**src/rtl/riscv_alu_arb.sv**
```systemverilog
// riscv_alu_arb: two-requester round-robin sequencer in front of one riscv_alu.
// Each accepted request is latched, run through the ALU for one cycle, and
// the registered result is handed back to the granted requester.
// Optional feature: define RISCV_ALU_ARB_ILLEGAL_CHK_EN to reject control codes
// above ALU_CTRL_MAX. Such requests skip the ALU and answer one cycle after
// accept with out=0, zero=1, err=1. When the macro is undefined, every code goes
// to the ALU unchanged and o_rsp_err is always 0.
module riscv_alu_arb #(
  parameter int unsigned XLEN         = 32,
  parameter int unsigned ALU_CTRL_MAX = 9
) (
  input  logic            i_clk,
  input  logic            i_rstn,
  // requester 0
  input  logic            i_req0_valid,
  output logic            o_req0_ready,
  input  logic [XLEN-1:0] i_req0_a,
  input  logic [XLEN-1:0] i_req0_b,
  input  logic [3:0]      i_req0_ctrl,
  output logic            o_rsp0_valid,
  input  logic            i_rsp0_ready,
  // requester 1
  input  logic            i_req1_valid,
  output logic            o_req1_ready,
  input  logic [XLEN-1:0] i_req1_a,
  input  logic [XLEN-1:0] i_req1_b,
  input  logic [3:0]      i_req1_ctrl,
  output logic            o_rsp1_valid,
  input  logic            i_rsp1_ready,
  // shared response payload
  output logic [XLEN-1:0] o_rsp_out,
  output logic            o_rsp_zero,
  output logic            o_rsp_err,
  // ALU side
  output logic [XLEN-1:0] o_alu_a,
  output logic [XLEN-1:0] o_alu_b,
  output logic [3:0]      o_alu_ctrl,
  input  logic [XLEN-1:0] i_alu_out,
  input  logic            i_alu_zero,
  // status
  output logic            o_busy
);

  typedef enum logic [1:0] {
    ST_IDLE = 2'd0,
    ST_EXEC = 2'd1,
    ST_RESP = 2'd2
  } state_e;

  localparam logic [3:0] CTRL_MAX_C = 4'(ALU_CTRL_MAX);
`ifdef RISCV_ALU_ARB_ILLEGAL_CHK_EN
  localparam logic ILL_CHK_EN_C = 1'b1;
`else
  localparam logic ILL_CHK_EN_C = 1'b0;
`endif

  state_e          state_q, state_d;
  logic            grant_q, grant_d;
  logic            prio_q, prio_d;
  logic [XLEN-1:0] op_a_q, op_a_d;
  logic [XLEN-1:0] op_b_q, op_b_d;
  logic [3:0]      op_ctrl_q, op_ctrl_d;
  logic [XLEN-1:0] rsp_out_q, rsp_out_d;
  logic            rsp_zero_q, rsp_zero_d;
  logic            rsp_err_q, rsp_err_d;

  logic            win_valid_s;
  logic            win_sel_s;
  logic [XLEN-1:0] win_a_s;
  logic [XLEN-1:0] win_b_s;
  logic [3:0]      win_ctrl_s;
  logic            illegal_s;
  logic            rsp_ready_s;

  // Pick the winning requester: prio breaks a tie, otherwise the lone valid port wins.
  always_comb begin
    win_valid_s = 1'b0;
    win_sel_s   = 1'b0;
    if (i_req0_valid && i_req1_valid) begin
      win_valid_s = 1'b1;
      win_sel_s   = prio_q;
    end else if (i_req0_valid) begin
      win_valid_s = 1'b1;
      win_sel_s   = 1'b0;
    end else if (i_req1_valid) begin
      win_valid_s = 1'b1;
      win_sel_s   = 1'b1;
    end else begin
      win_valid_s = 1'b0;
      win_sel_s   = 1'b0;
    end
  end

  // Route the winner's operands and classify its control code.
  always_comb begin
    win_a_s    = {XLEN{1'b0}};
    win_b_s    = {XLEN{1'b0}};
    win_ctrl_s = 4'd0;
    if (win_sel_s) begin
      win_a_s    = i_req1_a;
      win_b_s    = i_req1_b;
      win_ctrl_s = i_req1_ctrl;
    end else begin
      win_a_s    = i_req0_a;
      win_b_s    = i_req0_b;
      win_ctrl_s = i_req0_ctrl;
    end
    illegal_s   = ILL_CHK_EN_C & (win_ctrl_s > CTRL_MAX_C);
    rsp_ready_s = grant_q ? i_rsp1_ready : i_rsp0_ready;
  end

  // Next-state logic for the IDLE -> EXEC -> RESP sequence.
  always_comb begin
    state_d    = state_q;
    grant_d    = grant_q;
    prio_d     = prio_q;
    op_a_d     = op_a_q;
    op_b_d     = op_b_q;
    op_ctrl_d  = op_ctrl_q;
    rsp_out_d  = rsp_out_q;
    rsp_zero_d = rsp_zero_q;
    rsp_err_d  = rsp_err_q;
    case (state_q)
      ST_IDLE: begin
        if (win_valid_s) begin
          grant_d = win_sel_s;
          if (illegal_s) begin
            // Illegal code never reaches the ALU; answer immediately.
            rsp_out_d  = {XLEN{1'b0}};
            rsp_zero_d = 1'b1;
            rsp_err_d  = 1'b1;
            state_d    = ST_RESP;
          end else begin
            op_a_d    = win_a_s;
            op_b_d    = win_b_s;
            op_ctrl_d = win_ctrl_s;
            state_d   = ST_EXEC;
          end
        end else begin
          state_d = ST_IDLE;
        end
      end
      ST_EXEC: begin
        rsp_out_d  = i_alu_out;
        rsp_zero_d = i_alu_zero;
        rsp_err_d  = 1'b0;
        state_d    = ST_RESP;
      end
      ST_RESP: begin
        if (rsp_ready_s) begin
          // The requester that just lost this round gets priority next time.
          prio_d  = ~grant_q;
          state_d = ST_IDLE;
        end else begin
          state_d = ST_RESP;
        end
      end
      default: begin
        state_d = ST_IDLE;
      end
    endcase
  end

  // State and datapath registers; reset discards any in-flight operation.
  always_ff @(posedge i_clk or negedge i_rstn) begin
    if (!i_rstn) begin
      state_q    <= ST_IDLE;
      grant_q    <= 1'b0;
      prio_q     <= 1'b0;
      op_a_q     <= {XLEN{1'b0}};
      op_b_q     <= {XLEN{1'b0}};
      op_ctrl_q  <= 4'd0;
      rsp_out_q  <= {XLEN{1'b0}};
      rsp_zero_q <= 1'b0;
      rsp_err_q  <= 1'b0;
    end else begin
      state_q    <= state_d;
      grant_q    <= grant_d;
      prio_q     <= prio_d;
      op_a_q     <= op_a_d;
      op_b_q     <= op_b_d;
      op_ctrl_q  <= op_ctrl_d;
      rsp_out_q  <= rsp_out_d;
      rsp_zero_q <= rsp_zero_d;
      rsp_err_q  <= rsp_err_d;
    end
  end

  // Request ready is combinational from valid in IDLE and is held off during reset.
  assign o_req0_ready = i_rstn & (state_q == ST_IDLE) & win_valid_s & ~win_sel_s;
  assign o_req1_ready = i_rstn & (state_q == ST_IDLE) & win_valid_s &  win_sel_s;

  assign o_rsp0_valid = (state_q == ST_RESP) & ~grant_q;
  assign o_rsp1_valid = (state_q == ST_RESP) &  grant_q;
  assign o_rsp_out    = rsp_out_q;
  assign o_rsp_zero   = rsp_zero_q;
  assign o_rsp_err    = rsp_err_q;

  // The ALU operands always come from the latched copies, so they change only when a request is accepted.
  assign o_alu_a      = op_a_q;
  assign o_alu_b      = op_b_q;
  assign o_alu_ctrl   = op_ctrl_q;

  assign o_busy       = (state_q != ST_IDLE);

endmodule

```
**config.mk**
```make
export PLATFORM = sky130hd
export DESIGN_NAME = riscv_alu_arb
export DESIGN_NICKNAME = d
export VERILOG_FILES = /design/src/rtl/riscv_alu_arb.sv
export SDC_FILE = /design/constraint.sdc
export NUM_CORES = 1
export LEC_CHECK = 0
export ABC_CLOCK_PERIOD_IN_PS = 1750
export BUFFER_PORTS_ARGS = -buffer_cell sky130_fd_sc_hd__buf_2
export CAP_MARGIN = 20
export CELL_PAD_IN_SITES_DETAIL_PLACEMENT = 1
export CELL_PAD_IN_SITES_GLOBAL_PLACEMENT = 2
export CORE_UTILIZATION = 25
export CTS_CLUSTER_DIAMETER = 40
export DETAILED_ROUTE_END_ITERATION = 16
export PLACE_DENSITY_LB_ADDON = 0.1
export SKIP_LAST_GASP = 1
export SLEW_MARGIN = 15
export SYNTH_ARGS = -nofsm -noshare
export SYNTH_HDL_FRONTEND = slang
export SYNTH_SLANG_ARGS = --single-unit
```
**constraint.sdc**
```tcl
create_clock -name i_clk -period 1.75 [get_ports i_clk]
set_clock_uncertainty 0.15 [all_clocks]
set_input_delay 0.2625 -clock i_clk [delete_from_list [all_inputs] [get_ports i_clk]]
set_output_delay 0.2625 -clock i_clk [all_outputs]
set_load 0.05 [all_outputs]
```
==> results of run 1 <==
==> logic make-up after synthesis <==
| logic type | count (synthesis) |
|---|---|
| AO/OA/AOI/OAI | 211 |
| multiplexers | 33 |
| AND/OR/NAND/NOR | 82 |
| buffers and inverters | 62 |
| other | 1 |
| flip-flops | 105 |
==> power by group <==
group	internal (mW)	leakage (nW)	total [mW]	switching [mW]
clock network	1.03	0.150	2.12	1.09
logic	2.72	2.02	9.82	7.10
registers	3.67	1.19	4.35	0.674
total	7.42	3.36	16.3	8.87
==> cell usage after synthesis, types with 2 or more instances <==
master / n / area, um2
a21oi_1: 49 / 245
a21oi_2: 20 / 175
a31oi_1: 69 / 432
and3_1: 2 / 12.5
buf_2: 22 / 110
buf_4: 6 / 45.0
buf_6: 4 / 45.0
clkbuf_1: 23 / 86.3
dfrtp_1: 105 / 2630
inv_1: 3 / 11.3
inv_2: 2 / 7.51
mux2_2: 33 / 372
nand2b_1: 3 / 18.8
nand3_1: 68 / 340
nor2_1: 3 / 11.3
o21ai_0: 68 / 340
o21ai_1: 5 / 25.0
==> metal layers <==
metal  routed length [um]  share of wire, %  vias to the layer above
li1                     -                 -                     2409
met1                 8530                43                     2564
met2                 9900                49                      165
met3                 1330               6.7                       16
met4                  235               1.2                        2
met5                    8             0.040                        -
==> tightest hold or removal path: cells and delay by family <==
| kind | cells | cell delay, ns |
|---|---|---|
| compound gates | 2 | 0.14 |
| buf+inv | 1 | 0.09 |
==> repair_timing <==
action / CTS / global route
cloned: 0 / 0
setup buffers: 4 / 4
hold buffers: 34 / 0
pin swaps: 5 / 4
resized for setup: 13 / 13
hold endpoints to repair: 138 / 0
setup endpoints to repair: 3 / 5
==> area by class of cell <==
cell class / instances / area [um2] / share of cell area (%)
multi-input combinational: 327 / 2070 / 27.8
tap: 265 / 332 / 4.44
timing repair buffer: 336 / 2090 / 28.0
antenna: 3 / 7.51 / 0.101
inverter: 5 / 23.8 / 0.319
sequential: 105 / 2630 / 35.2
clock buffer: 9 / 225 / 3.02
clock inverter: 7 / 83.8 / 1.12
==> metrics by stage <==
step	hold slack [ns]	setup TNS (ns)	instance area, um2	instances	power, mW
floorplan	-0.183	0	4980	494	11.4
global placement	0.332	0	6650	997	13.7
detailed placement	0.338	0	6650	997	13.9
CTS	0.000827	-0.333	7380	1051	16.3
global route	0.0189	-0.399	7450	1055	17.2
finish	0.0174	-0.195	7460	1057	16.3
==> how the worst max path moves through the flow <==
stage	from	end	slack, ns
4_1_cts	state_q[0]$_DFF_PN0_	o_req0_ready	-0.16
3_5_place_dp	state_q[1]$_DFF_PN0_	o_req0_ready	0.07
6_report	state_q[1]$_DFF_PN0_	o_req0_ready	-0.11
5_1_grt	state_q[1]$_DFF_PN0_	o_req0_ready	-0.18
3_3_place_gp	state_q[1]$_DFF_PN0_	o_req0_ready	0.08
2_1_floorplan	state_q[1]$_DFF_PN0_	o_req0_ready	0.04
==> sequential cells by signal, summed over array words and instances (netlist names) <==
register,count
o_rsp_out,32
o_alu_ctrl,4
o_alu_a,32
grant_q,1
state_q,2
o_rsp_zero,1
o_alu_b,32
prio_q,1
==> run_results.csv, run 1 <==
group,metric,value,unit
run_status,status,"finished with violations",
run_status,violations,"negative setup slack",
critical_path,timing.rr.start,"state_q[1]$_DFF_PN0_",
min_path,worstHoldPathType,"in2reg",
critical_path,arrival,1.45,ns
final_layout,most-common-layout-cells,"buf_2, dfrtp_1, a31oi_1, o21ai_0, nand3_1",
timing,relSlewSlack,49.9,%
clocking,cts_made_buffers,9,
final_layout,final_nets,959,
floorplan,die_h,143,um
clocking,htreeDepth,3,
logic_synthesis,ys_types,26,
floorplan,ios,282,
critical_path,cp_slowest_cell,"dfrtp_1",
clocking,cts_tree,"done",
clocking,clk_path_buf_depth,2,
route,detail_route.wl_per_cell,18.9,um
timing,fin_crit,1.86,ns
grt,grt_max_degree,70,
timing,rsz0062_at_grt,"true",
placed_design,port_buffers,280,
pwr,p_leak,3.36,nW
critical_path,cp_num_buf_inv,2,
final_layout,fill_cells,2294,
grt,grt_use_total,19.7,%
critical_path,startpoint_type,"register",
final_layout,area_delta_synth_final,50.5,%
critical_path,r2r_end,"o_alu_a[23]$_DFFE_PN0P_",
grt,grt_pass1_vias,5519,
floorplan,dieArea,20400,um2
logic_synthesis,synth-main-ff-cell,"dfrtp_1",
logic_synthesis,synth_compound_area_share,24.6,%
critical_path,critPathMaxFanout,3,
route,initialDrtViolationCount,148,
critical_path,path_cells,"nor2_4, inv_4, nor2_4, and3_4, buf_8",
critical_path,criticalPathCategory,"reg2out",
final_layout,final_util,38.3,%
floorplan,row_count,51,
floorplan,core-area,19500,um2
final_layout,drive_gt1_share,48.8,%
logic_synthesis,synth_top_family_by_area,"compound AO/OA/AOI/OAI gates",
min_path,hold_path_end,"o_alu_b[8]$_DFFE_PN0P_",
logic_synthesis,async_reset_ff_share,100,%
route,ant_nets,0,
final_layout,layout_commonest_cell,"buf_2",
logic_synthesis,synth_edf_count,0,
floorplan,initial_core_util,25.5,%
grt,met2_usage,34.7,%
timing,post-route-period-util,106,%
clocking,clock_latency,0.35,ns
timing,slew_violations,0,
critical_path,cp-end-kind,"output port",
logic_synthesis,ys_warn_count,0,
grt,gr-total-overflow,0,
logic_synthesis,netlist_instances,494,
logic_synthesis,syn_area_per_cell,10.0,um2
logic_synthesis,synth_fp_nets,669,
grt,top_usage_layer,"met2",
grt,antenna_found_initial,2,
timing,fmax,538,MHz
critical_path,crit_path_frequent_cell,"nor2_4",
clocking,cts-root-buf,"clkbuf_16",
logic_synthesis,yosysSeqAreaShare,53.0,%
logic_synthesis,synth_simple_gate_area_share,8.53,%
pwr,p_per_area,2180,nW/um2
critical_path,slowest_delay,0.41,ns
grt,grtUsageMet1,23.6,%
critical_path,crit_required,1.34,ns
timing,worst_pin_slew,0.751,ns
timing,setup_viol,2,
clocking,cts_sinks,105,
critical_path,cp.depth,5,
clocking,clk_pin_slew,0.09,ns
timing,finalHoldViolCount,0,
critical_path,r2r_slack,0.10,ns
min_path,worstHoldStart,"i_req0_b[8]",
grt,grt_pass1_wl,30800,um
route,viasPerCell,4.88,
placed_design,place_worst_setup_slack,0.0700,ns
timing,setup_slack,-0.108,ns
placed_design,hpwl,12600,um
floorplan,die_w,143,um
route,firstDrtPassIters,4,
route,drc_errors,0,
route,num_vias,5156,
grt,met3_usage,5.43,%
logic_synthesis,synth_area,4960,um2
logic_synthesis,synth.area.mux_share,7.50,%
placed_design,gp_congestion,0.735,
critical_path,reg2reg_depth,6,
min_path,hold_depth,3,
logic_synthesis,synth_xor_area_share,0,%
job,maxCapViolations,0,
route,wl,20000,um
critical_path,cp_top_family,"simple AND/OR/NAND/NOR gates",
logic_synthesis,synth-seq-cells,105,
pwr,ir_drop,0.628,mV
logic_synthesis,synthAdderAreaFrac,0,%
Note: power is estimated with default switching activity, not from simulation.
==> inputs of run 2 (changes only) <==
- HOLD_SLACK_MARGIN: unset -> 0.03
==> run 2 against run 1 <==
Effect of this change:
- the flow still finishes with violations (negative setup slack)
- worst setup slack gained 0.0012 ns
- routed wire length grew 6.2%
- hold slack gained 0.028 ns
- clock power is essentially flat
- global-route usage grew 1.3 points
- sequential power is essentially flat
==> run_results.csv, run 2 (synthesis gave the netlist of run 1 again) <==
group,metric,value,unit
run_status,status,"finished with violations",
run_status,violations,"negative setup slack",
timing,fmax,539,MHz
critical_path,r2r_slack,0.11,ns
final_layout,fill_cells,2273,
floorplan,initial_core_util,25.5,%
critical_path,r2r_end,"o_alu_a[23]$_DFFE_PN0P_",
pwr,p_per_area,1920,nW/um2
critical_path,reg2reg_depth,6,
floorplan,row_count,51,
critical_path,timing.rr.start,"state_q[1]$_DFF_PN0_",
timing,setup_slack,-0.107,ns
route,drc_errors,0,
timing,fin_crit,1.86,ns
timing,slew_violations,0,
pwr,switching_share,54.2,%
clocking,clk_path_buf_depth,2,
final_layout,final_nets,1074,
final_layout,drive_gt1_share,42.5,%
pwr,p_leak,3.84,nW
critical_path,criticalPathCategory,"reg2out",
min_path,hold_depth,3,
pwr,p_clk_share,12.8,%
final_layout,layout_commonest_cell,"buf_2",
clocking,clock_latency,0.35,ns
job,maxCapViolations,0,
grt,gr-total-overflow,0,
clocking,cts_sinks,105,
floorplan,die_h,143,um
final_layout,final_util,44.2,%
floorplan,ios,282,
timing,rsz0062_at_grt,"true",
timing,setup_viol,2,
floorplan,dieArea,20400,um2
critical_path,startpoint_type,"register",
clocking,htreeDepth,3,
critical_path,cp_slowest_cell,"dfrtp_1",
timing,finalHoldViolCount,0,
route,viasPerCell,4.80,
route,num_vias,5611,
placed_design,gp_congestion,0.735,
clocking,cts-root-buf,"clkbuf_16",
clocking,cts_tree,"done",
placed_design,placed_area,6650,um2
final_layout,fin_area,8610,um2
critical_path,slowest_delay,0.41,ns
pwr,comb_power_share,60.8,%
critical_path,cp-end-kind,"output port",
timing,relSlewSlack,50.0,%
pwr,switchingPower,8.94,mW
final_layout,n_antenna_cell,0,
timing,post-route-period-util,106,%
critical_path,arrival,1.44,ns
pwr,ir_drop,0.625,mV
pwr,p_seq_share,26.4,%
route,wl,21200,um
critical_path,crit_required,1.34,ns
clocking,cts_made_buffers,9,
grt,grt_max_degree,70,
grt,grt_pass1_vias,6189,
placed_design,hpwl,12600,um
route,detail_route.wl_per_cell,18.2,um
grt,grt_use_total,21.0,%
final_layout,most-common-layout-cells,"buf_2, dlygate4sd3_1, dfrtp_1, a31oi_1",
pwr,p_int,7.57,mW
critical_path,critPathMaxFanout,3,
floorplan,core-area,19500,um2
critical_path,startpoint,"state_q[1]$_DFF_PN0_",
floorplan,die_w,143,um
placed_design,place_worst_setup_slack,0.0700,ns
route,initialDrtViolationCount,143,
clocking,clk_pin_slew,0.08,ns
final_layout,area_delta_synth_final,73.6,%
timing,holdWs,0.0455,ns
grt,antenna_found_initial,1,
route,firstDrtPassIters,4,
route,ant_nets,0,
critical_path,crit_path_frequent_cell,"nor2_4",
grt,grt_pass1_wl,33100,um
critical_path,path_cells,"nor2_4, inv_4, nor2_4, and3_4, buf_8",
min_path,hold_path_end,"o_alu_b[9]$_DFFE_PN0P_",
placed_design,port_buffers,280,
min_path,worstHoldStart,"i_req0_b[9]",
min_path,worstHoldPathType,"in2reg",
pwr,p_total,16.5,mW
timing,worst_pin_slew,0.750,ns
## run 2: changes by cell type in the layout (fill, tap and decap cells not counted)
cell / change
diode_2: -3
dlygate4sd3_1: +116
buf_4: -1
## run 2: layout make-up
| cell class | instances | area (um2) | share of cell area [%] |
|---|---|---|---|
| repair buffers | 451 | 3240 | 37.7 |
| flip-flops and latches | 105 | 2630 | 30.5 |
| multi-input cells | 327 | 2070 | 24.1 |
| well taps | 265 | 332 | 3.85 |
| clock buffers | 9 | 225 | 2.62 |
| clock inverters | 7 | 83.8 | 0.974 |
| inverters | 5 | 23.8 | 0.276 |
## run 2: worst max-delay path: cells and delay by family, from the launching register on
| family | cells | cell delay (ns) |
|---|---|---|
| buffers and inverters | 2 | 0.21 |
| flip-flops | 1 | 0.41 |
| AND/OR/NAND/NOR | 3 | 0.47 |
## run 2: worst max path at each step
stage,to,depth (start not counted)
after floorplan,o_req0_ready,5
after global placement,o_req0_ready,5
after detailed placement,o_req0_ready,5
after CTS,o_req0_ready,5
after global routing,o_req0_ready,5
final,o_req0_ready,5
## run 2: routing by layer
layer  GRT usage, %  wire length (um)  up-vias
met5              0                 8        -
met4           4.81               234        2
met3           4.86              1220       18
met2           39.1             11000      176
met1           24.2              8790     2783
li1               -                 -     2632
## run 2: power groups by stage
stage | Combinational [mW] | Sequential, mW | Clock, mW
after floorplan | 2.82 | 8.54 | 0
after detailed placement | 9.51 | 4.40 | 0
after global routing | 10.6 | 4.53 | 2.29
after global placement | 9.37 | 4.33 | 0
after CTS | 9.93 | 4.35 | 2.21
final | 10.0 | 4.36 | 2.12
## run 2: through the flow
| step | TNS, ns | std cells |
|---|---|---|
| 2_1_floorplan | 0 | 494 |
| 3_3_place_gp | 0 | 997 |
| 3_5_place_dp | 0 | 997 |
| 4_1_cts | -0.333 | 1167 |
| 5_1_grt | -0.390 | 1169 |
| 6_report | -0.191 | 1169 |
## run 2: what timing repair did
action,in CTS,in global routing
hold buffers,150,0
hold endpoints to repair,201,0
gates resized for setup,13,13
buffers inserted,4,3
pin swaps,5,4
cloned,0,0
endpoints found under the setup margin,3,5
==> inputs of run 3 (changes only) <==
- BUFFER_PORTS_ARGS: -buffer_cell sky130_fd_sc_hd__buf_2 -> unset
- CORE_UTILIZATION: 25 -> 35
- DONT_BUFFER_PORTS: unset -> 1
==> run 3 against run 2 <==
Effect of this change:
- the run ends with negative hold slack, negative setup slack left
- total power is 9.6% lower
- highest routed layer is now met4
- first-iteration DRC count is 69% higher
- largest power group is now registers
- core utilization is 4.3 points higher
- count of clock-buffer cells in the layout stayed put
- worst setup slack worse by 0.00062 ns
- sequential share of layout area is 8.7 points higher
- flip-flop and latch count stayed put
- sequential power is 100% higher
- hold slack worse by 0.60 ns
- critical path depth is 1 lower
- die area is 28% lower
- via count is 20% lower
==> run_results.csv, run 3 (synthesis gave the netlist of run 1 again) <==
group,metric,value,unit
run_status,status,"finished with violations",
run_status,violations,"negative hold slack, negative setup slack",
timing,relSlewSlack,63.5,%
pwr,p_per_area,2230,nW/um2
critical_path,cp-end-kind,"output port",
floorplan,die_w,121,um
timing,setup_slack,-0.108,ns
grt,grtUsageMet1,28.2,%
final_layout,layout_commonest_cell,"dlygate4sd3_1",
route,ant_nets,0,
floorplan,row_count,43,
placed_design,port_buffers,0,
final_layout,n_antenna_cell,0,
clocking,htreeDepth,3,
route,viasPerCell,5.77,
route,detail_route.wl_per_cell,22.8,um
timing,setup_viol,3,
final_layout,fin_cells,774,
clocking,clock_latency,0.35,ns
clocking,cts_tree,"done",
final_layout,final_nets,764,
placed_design,dp_cells,634,
critical_path,startpoint_type,"register",
timing,fmax,538,MHz
floorplan,initial_core_util,35.9,%
grt,grt_max_degree,108,
timing,fin_tns_setup,-0.175,ns
final_layout,most-common-layout-cells,"dlygate4sd3_1, dfrtp_1, a31oi_1, o21ai_0, nand3_1",
timing,finalHoldViolCount,172,
timing,post-route-period-util,106,%
route,drc_errors,0,
final_layout,area_delta_synth_final,35.2,%
critical_path,reg2reg_depth,5,
clocking,clk_pin_slew,0.08,ns
job,maxCapViolations,0,
pwr,p_leak,2.60,nW
critical_path,crit_required,1.34,ns
placed_design,gp_congestion,0.740,
critical_path,arrival,1.45,ns
floorplan,die_h,121,um
grt,top_usage_layer,"met2",
timing,fin_crit,1.86,ns
grt,grt_pass1_vias,4776,
timing,worst_pin_slew,0.548,ns
min_path,worstHoldPathType,"in2async",
timing,holdWs,-0.551,ns
placed_design,hpwl,10200,um
timing,slew_violations,0,
floorplan,ios,282,
critical_path,criticalPathCategory,"reg2out",
clocking,cts_sinks,105,
route,firstDrtPassIters,4,
floorplan,core-area,13800,um2
route,wl,17600,um
grt,antenna_found_initial,0,
final_layout,drive_gt1_share,17.3,%
floorplan,dieArea,14600,um2
clocking,cts-root-buf,"clkbuf_16",
route,initialDrtViolationCount,241,
grt,gr-total-overflow,0,
route,num_vias,4466,
pwr,ir_drop,0.951,mV
clocking,clk_path_buf_depth,2,
grt,grt_use_total,23.9,%
grt,met3_usage,8.36,%
critical_path,critPathMaxFanout,5,
grt,met2_usage,41.1,%
placed_design,place_worst_setup_slack,0.0703,ns
timing,rsz0062_at_grt,"true",
clocking,cts_made_buffers,9,
grt,grt_pass1_wl,26800,um
[run 3: cell types whose count changed in the layout (fill, tap and decap cells not counted), moves of 2 or more]
cell           before  now
buf_4              11   13
inv_4               2    0
buf_2             274    0
buf_8               3    0
dlygate4sd3_1     150  119
buf_12             11    7
[run 3: stage by stage]
stage | total power [mW] | instance area (um2) | utilization, %
final | 14.9 | 6700 | 48.5
after global routing | 15.6 | 6700 | 48.5
after CTS | 14.9 | 6540 | 47.3
after detailed placement | 12.5 | 5130 | 37.1
after global placement | 12.3 | 5130 | 37.1
after floorplan | 11.4 | 4980 | -
[run 3: where the power goes]
group          total (mW)  leakage (nW)  internal, mW  switching [mW]
clock network        2.11         0.154          1.04            1.08
registers            8.89          1.19          3.59            5.30
logic                3.92          1.26          1.79            2.13
total                14.9          2.60          6.42            8.51
[run 3: worst max-delay path: stages (launching register included)]
cell and delay [ns]:
dfrtp_2 0.45, nor2_4 0.14, inv_6 0.10, nor2_4 0.10, and3_4 0.30
[run 3: area by class of cell]
| class | instances | area [um2] |
|---|---|---|
| Fill cell | 1483 | 7120 |
| Sequential cell | 105 | 2630 |
| Multi-Input combinational cell | 327 | 2060 |
| Timing Repair Buffer | 141 | 1450 |
| Clock buffer | 9 | 225 |
| Tap cell | 180 | 225 |
| Clock inverter | 7 | 93.8 |
| Inverter | 5 | 23.8 |
[run 3: repair_timing]
action,CTS,global route
hold buffers,104,15
resized for setup,4,4
setup endpoints to repair,2,4
buffers inserted,4,1
hold endpoints to repair,209,173
pin swaps,4,1
[run 3: layer usage]
layer | share of wire [%] | wire length, um | vias up
met2 | 51 | 9040 | 181
li1 | - | - | 2007
met5 | 0 | 0 | -
met3 | 8.6 | 1520 | 15
met1 | 39 | 6880 | 2263
met4 | 1.0 | 177 | 0
[run 3: worst paths after layout]
check,from,endpoint,slack (ns)
min,i_rstn,o_alu_a[3]$_DFFE_PN0P_,-0.55
min in group i_clk,i_req1_valid,o_alu_b[6]$_DFFE_PN0P_,-0.09
max,state_q[1]$_DFF_PN0_,o_req0_ready,-0.11
max reg2reg,prio_q$_DFFE_PN0P_,o_alu_b[10]$_DFFE_PN0P_,0.09
min reg2reg,grant_q$_DFFE_PN0P_,prio_q$_DFFE_PN0P_,0.47
max in group asynchronous,i_rstn,state_q[1]$_DFF_PN0_,1.84
